## src/rtl/stack_pkg.sv

```systemverilog
// Shared operand-stack types: default geometry and the {push,pop,tos} command vector.
package stack_pkg;

  localparam int STACK_WIDTH = 8;
  localparam int STACK_DEPTH = 8;

  typedef logic [STACK_WIDTH-1:0] stack_word_t;

  // Command vector as driven by the controller, MSB first: {push, pop, tos}.
  typedef logic [2:0] stack_cmd_t;

  localparam int CMD_PUSH = 2;
  localparam int CMD_POP  = 1;
  localparam int CMD_TOS  = 0;

endpackage

```

## src/rtl/stack_regfile.sv

```systemverilog
// Stack storage: one synchronous write port, one combinational read port, no reset.
module stack_regfile #(
  parameter int WIDTH = 8,
  parameter int DEPTH = 8,
  localparam int AW   = $clog2(DEPTH)
) (
  input  logic             clk,
  input  logic             we,
  input  logic [AW-1:0]    waddr,
  input  logic [WIDTH-1:0] wdata,
  input  logic [AW-1:0]    raddr,
  output logic [WIDTH-1:0] rdata
);

  logic [WIDTH-1:0] mem [DEPTH];

  always_ff @(posedge clk) begin
    if (we) mem[waddr] <= wdata;
  end

  assign rdata = mem[raddr];

endmodule

```

## src/rtl/stack_unit.sv

```systemverilog
// Operand stack for the stack-machine controller: push/pop/tos decode, registered
// top-of-stack output, occupancy and sticky overflow/underflow flags.
module stack_unit
  import stack_pkg::*;
#(
  parameter int WIDTH   = STACK_WIDTH,
  parameter int DEPTH   = STACK_DEPTH,
  localparam int PTR_W  = $clog2(DEPTH)
) (
  input  logic             clk,
  input  logic             rst,
  input  logic             push,
  input  logic             pop,
  input  logic             tos,
  input  logic [WIDTH-1:0] din,
  input  logic             clr_err,
  output logic [WIDTH-1:0] dout,
  output logic             empty,
  output logic             full,
  output logic [PTR_W:0]   count,
  output logic             ovf,
  output logic             unf
);

  localparam logic [PTR_W:0] SP_ONE = (PTR_W+1)'(1);
  localparam logic [PTR_W:0] SP_MAX = (PTR_W+1)'(DEPTH);

  stack_cmd_t       cmd;
  logic [PTR_W:0]   sp, sp_nxt, sp_inc, sp_dec;
  logic [PTR_W-1:0] top_addr, waddr;
  logic [WIDTH-1:0] rdata;
  logic             we, ld_dout, set_ovf, set_unf;

  assign cmd      = {push, pop, tos};
  assign sp_inc   = sp + SP_ONE;
  assign sp_dec   = sp - SP_ONE;
  assign top_addr = sp_dec[PTR_W-1:0];

  assign empty = (sp == '0);
  assign full  = (sp == SP_MAX);
  assign count = sp;

  // Pop dominates tos; a push paired with pop on a non-empty stack replaces the top.
  always_comb begin
    we      = 1'b0;
    waddr   = sp[PTR_W-1:0];
    sp_nxt  = sp;
    ld_dout = 1'b0;
    set_ovf = 1'b0;
    set_unf = 1'b0;
    if (cmd[CMD_POP]) begin
      if (empty) begin
        set_unf = 1'b1;
        if (cmd[CMD_PUSH]) begin
          we     = 1'b1;
          sp_nxt = sp_inc;
        end
      end else if (cmd[CMD_PUSH]) begin
        ld_dout = 1'b1;
        we      = 1'b1;
        waddr   = top_addr;
      end else begin
        ld_dout = 1'b1;
        sp_nxt  = sp_dec;
      end
    end else begin
      if (cmd[CMD_TOS]) begin
        if (empty) set_unf = 1'b1;
        else       ld_dout = 1'b1;
      end
      if (cmd[CMD_PUSH]) begin
        if (full) begin
          set_ovf = 1'b1;
        end else begin
          we     = 1'b1;
          sp_nxt = sp_inc;
        end
      end
    end
  end

  stack_regfile #(
    .WIDTH (WIDTH),
    .DEPTH (DEPTH)
  ) u_regfile (
    .clk   (clk),
    .we    (we),
    .waddr (waddr),
    .wdata (din),
    .raddr (top_addr),
    .rdata (rdata)
  );

  always_ff @(posedge clk or posedge rst) begin
    if (rst) begin
      sp   <= '0;
      dout <= '0;
      ovf  <= 1'b0;
      unf  <= 1'b0;
    end else begin
      sp  <= sp_nxt;
      ovf <= set_ovf | (ovf & ~clr_err);
      unf <= set_unf | (unf & ~clr_err);
      if (ld_dout) dout <= rdata;
    end
  end

endmodule

```

## config.mk

```make
export PLATFORM = sky130hd
export DESIGN_NAME = stack_unit
export DESIGN_NICKNAME = d
export VERILOG_FILES = /design/src/rtl/stack_pkg.sv /design/src/rtl/stack_regfile.sv /design/src/rtl/stack_unit.sv
export SDC_FILE = /design/constraint.sdc
export NUM_CORES = 1
export LEC_CHECK = 0
export CAP_MARGIN = 10
export CELL_PAD_IN_SITES_DETAIL_PLACEMENT = 1
export CELL_PAD_IN_SITES_GLOBAL_PLACEMENT = 2
export CORE_ASPECT_RATIO = 0.6
export CORE_MARGIN = 3
export CORE_UTILIZATION = 43
export DETAILED_ROUTE_END_ITERATION = 16
export PLACE_DENSITY_LB_ADDON = 0.1
export SETUP_SLACK_MARGIN = 0.2
export SLEW_MARGIN = 0
export SYNTH_ARGS = -nofsm -noshare
export SYNTH_HDL_FRONTEND = slang
export SYNTH_HIERARCHICAL = 1
export SYNTH_SLANG_ARGS = --single-unit
```

## constraint.sdc

```tcl
create_clock -name clk -period 3.76 [get_ports clk]
set_clock_uncertainty 0.05 [all_clocks]
set_input_delay 0.752 -clock clk [delete_from_list [all_inputs] [get_ports clk]]
set_output_delay 0.752 -clock clk [all_outputs]
set_load 0.005 [all_outputs]
```

After elaboration in Yosys (flattened, before gate mapping)
Memory sizes are Yosys's and may differ from the RTL's. A register that Yosys moved wholly into a read port is not among the register bits.
Index checks and enable logic that the tools add are counted.
{ "word_totals": {"reg_bits": 6, "mem_bits_rw": 64, "in_bits": 14, "output_inout_bits": 16, "elab_cells": 42, "memories": 1} }
{ "op_classes": {"n_addsub": 2, "eq_ne": 4, "n_mux": 24, "bitwise": 5, "reduce_logical": 3} }
{ "mem_list": {"columns": ["name", "depth", "width", "rd", "rd_clocked_by_memory_dff", "wr", "line", "rtl"], "rows": [
  ["u_regfile.mem", 8, 8, 1, 1, 1, "stack_regfile.sv:15", "logic [WIDTH-1:0] mem [DEPTH];"]
]} }
{ "op_table": {"columns": ["operator", "n"], "rows": [
  ["$mux 4", 6],
  ["$mux 1", 15],
  ["$mux 3", 3],
  ["$add 4x1->4 const B", 1],
  ["$eq 4x4->1 const B", 1],
  ["$logic_not 4->1", 1],
  ["$ne 2x2->1 const B", 2],
  ["$reduce_and 4->1", 1],
  ["$sub 4x1->4 const B", 1],
  ["$ne 3x2->1 const B", 1],
  ["$and 1x1->1", 2],
  ["$or 1x1->1", 2],
  ["$reduce_bool 2->1", 1],
  ["$not 1->1", 1]
]} }

Logic depth before layout (Yosys ltp)
{ "depth": {"word_depth": 6, "mapped_depth": 9, "ltp_nobuf": 8} }

Cells and area by module
The synthesis kept the hierarchy.
{ "modules_own_cells": {"columns": ["mod", "n_inst", "cells_each", "area_per_inst_um2", "seq_area_each_um2"], "rows": [
  ["stack_regfile", 1, 106, 2531.2, 1921.8],
  ["stack_unit", 1, 80, 823.3, 350.3]
]} }

Least setup slack after synthesis
OpenSTA, ideal clock, no wires.
{ "synth_timing": {"path_type": "flip-flop to flip-flop", "from": "reg sp[0], in the netlist count[0]", "to": "mem u_regfile.mem[0][0], enable pin", "setup_ps": 383, "t_arrival_ps": 2348, "required_ps": 3327, "slack_ps": 978, "path_stages_with_launch": 10, "n_path_buf": 1, "synth_period_minus_slack_ps": 2782, "path_cell_list": "dfrtp_1 > clkbuf_1 > inv_1 > ha_1 > or3b_4 > clkinv_4 > nor3_1 > a21o_1 > nand2b_1 > nor3_1"} }
{ "synth_via": {"word_cells_on_any_way": 11, "classes_between": "add/sub: 1; eq/ne: 1; mux: 8; reduce/logical: 1"} }
{ "synth_lines": {"columns": ["item", "line", "rtl"], "rows": [
  ["from (decl)", "stack_unit.sv:29", "logic [PTR_W:0] sp, sp_nxt, sp_inc, sp_dec;"],
  ["from (signal assigned)", "stack_unit.sv:101", "sp <= sp_nxt;"],
  ["$sub 4x1->4", "stack_unit.sv:36", "assign sp_dec = sp - SP_ONE;"],
  ["named net sp_dec[0]", "stack_unit.sv:29", null],
  ["$mux 3", "stack_unit.sv:58", "end else if (cmd[CMD_PUSH]) begin"],
  ["$mux 3", "stack_unit.sv:52", "if (empty) begin"],
  ["$mux 3", "stack_unit.sv:51", "if (cmd[CMD_POP]) begin"],
  ["to (decl)", "stack_regfile.sv:15", null]
]} }
The timed path passes the listed nets, and every way through them passes these cells.

Worst setup path in the final report
{ "layout_timing": {"from": "reg sp[0], in the netlist count[0]", "to": "mem u_regfile.mem[6][0], enable pin"} }
The elaborated chain is that of the path after synthesis.

==> metrics.txt <==
status finished clean; height of the die 74.4 um; largest area contributor in the netlist edfxtp_1; r2r startpoint count[0]; synth unique cells 39; Hold Path Origin dout[1]; nature of the critical path startpoint flip-flop; DR WL/cell 21.2 um; cts repair resizes 0; r2r worst-path depth 7; Iter 0 DRT Violations approximately 130; core footprint 0.00742 mm2; root buffer cell clkbuf_16; Worst path slowest cell nor2_1; via count between 1500 and 2000; H-tree Lvls 3; Min Clock Period, post-route 3070 ps; gpl congestion about 0.79; CTS Buf Count 9; Post-CTS Hold Buffers 0; critical path data required time 3660 ps; max-cap viol count 0; hold path endpoint dout[1]; # fillers 699; final WL between 7 and 8 mm; clock-pin slew on the worst setup and hold paths about 60 ps; clock buffer depth 2; Max transition margin ~43%; Post-synth ARST share between 15 and 20%; PD cells just over 800 mW/mm2; Detailed Routing Iterations Pass 1 4; Layout Nets 241; synthesized area per cell ~18 um2; RSZ-0062 raised after global routing no; setup bufs post-CTS 0; leakage about 1.5 nW; antenna cells 0; Worst-Margin Slew around 850 ps; Worst EP arrival roughly 3000 ps; register area share after synthesis between 60% and 70%; endpoints failing setup 0; flop2flop setup slack ~690 ps; Hold Crit Class flip-flop to flip-flop; GRT Util Overall approximately 17%; CP Capture Type flip-flop; peak supply drop approximately 0.58 mV; die area 0.00893 mm2; CP Cell Sequence inv_1 > ha_1 > or3b_4 > nand3_1 > o21ai_0 > nand2b_1 > nor2_1; CTS tree built; Synth warnings 6; fin util 54.8%; Ports 30; dpl hpwl slightly below 5 mm; top_reg_cell synth edfxtp_1; Port Buffer Count 29; area grow syn2layout 21.1%; Setup TNS Final 0 ps; Clock Latency Late Sink about 330 ps; Fmax achieved roughly 330 MHz; Tcrit/Tclk final 81.7%; Final ANT Viol Nets 0; Hold Violations, Final 0; critical path class flip-flop to flip-flop; die width 120 um; number of global-route vias before repair 1878; largest net degree at the start of global routing 19; Rows 24; Tot Pwr 0.00338 W; syn_nets between 200 and 250; critical path fanouts, max 8; total gr overflow 0; Sink Count 78; Yosys top cell area share 57.3%; crit-path max cell delay around 670 ps; r2r endpoint u_regfile/mem[6][0]; Hold Crit Depth 1; Mapped Area between 0.003 and 0.004 mm2; multi-input logic area 975 um2; EDFF count, synth 64; DR DRC count 0; initial core utilization 45.2%; Synth area leaders edfxtp_1 (57%), mux4_1 (12%), dfrtp_1 (10%); Seq cells post-synth 78; Slew Limit Fails 0; via/cell ratio approximately 5.3; share of cells above drive strength 1 20.1%; Post-Syn Instances roughly 190; register area 0.00227 mm2; first-pass GRT wire length 10.9 mm; initial antenna violation count 0
[flip-flops by register name (all words and copies together) (netlist names)]
register and count:
dout 8, u_regfile/mem 64, ovf 1, count 4, unf 1
[layout by cell type (no fill, tap or decap), types with 2 or more instances in the layout]
cell type	n
clkbuf_8	2
nand2b_1	4
nand3_1	3
clkinv_2	3
xnor2_1	3
nor3_1	3
dfrtp_1	14
o21ai_0	6
mux2_2	16
inv_1	7
xor2_1	3
nor2_1	9
clkdlybuf4s50_1	29
ha_1	3
buf_4	8
a21o_1	2
edfxtp_1	64
clkbuf_16	9
nand2_1	5
mux4_1	15
[area by class of cell]
| type | instances | area share [%] |
|---|---|---|
| Timing Repair Buffer | 37 | 8.62 |
| Sequential cell | 78 | 55.9 |
| Tap cell | 104 | 3.20 |
| Multi-Input combinational cell | 90 | 24.0 |
| Clock inverter | 4 | 1.11 |
| Inverter | 8 | 0.862 |
| Clock buffer | 12 | 6.31 |
[power breakdown]
| part | switching, W | internal [W] | leakage [nW] |
|---|---|---|---|
| registers | 0.000108 | 0.00114 | 0.748 |
| logic | 0.000585 | 0.000689 | 0.561 |
| clock network | 0.000309 | 0.000546 | 0.152 |
[worst max-delay path by stage]
stage,from,end,cells past startpoint
3_5_place_dp,pop,u_regfile/mem[6][5],5
3_3_place_gp,pop,u_regfile/mem[2][0],5
2_1_floorplan,count[0],u_regfile/mem[0][0],9
5_1_grt,count[0],u_regfile/mem[6][1],7
6_report,count[0],u_regfile/mem[6][0],7
4_1_cts,count[0],u_regfile/mem[6][0],7
[cell families after synthesis]
| kind of cell | Yosys count | synth area share, % |
|---|---|---|
| AOI/OAI and AO/OA | 15 | 3.02 |
| xor gates and xnor gates | 6 | 1.57 |
| adders and majority gates | 3 | 1.12 |
| buffers and inverters | 18 | 3.21 |
| DFF | 78 | 67.7 |
| muxes | 33 | 18.1 |
| and+or+nand+nor | 33 | 5.26 |
[synth_stat cells (2+ instances only)]
cell type,count
edfxtp_1,64
mux2_2,16
mux4_1,15
dfrtp_1,14
nor2_1,9
inv_1,7
o21ai_0,6
nand2_1,5
nand2b_1,4
buf_2,3
clkbuf_1,3
ha_1,3
nand3_1,3
nor3_1,3
xnor2_1,3
xor2_1,3
a21o_1,2
buf_6,2
[worst max-delay path, delay by kind of cell (launching register included)]
family	cells	cell delay (ps)
AOI/OAI and AO/OA	1	460
adders and majority gates	1	260
buffers and inverters	1	120
DFF	1	550
and+or+nand+nor	4	1250
[routing by layer]
layer | global-route usage (%) | vias to the layer above | wire [um]
li1 | - | 803 | -
met1 | 23.2 | 929 | 3420
met2 | 27.5 | 38 | 3260
met3 | 5.40 | 5 | 322
met4 | 5.33 | 0 | 72
met5 | 0 | - | 0
[metrics by stage]
| step | instances | cell area (um2) | hold WS, ps | worst slack [ps] |
|---|---|---|---|---|
| after CTS | 333 | 4060 | 461 | 688 |
| after floorplan | 186 | 3350 | 455 | 978 |
| after detailed placement | 317 | 3760 | 447 | 418 |
| after global placement | 317 | 3760 | 439 | 628 |
| after global routing | 333 | 4060 | 482 | 428 |
| final | 333 | 4060 | 455 | 689 |
Note: power is estimated with default switching activity, not from simulation.
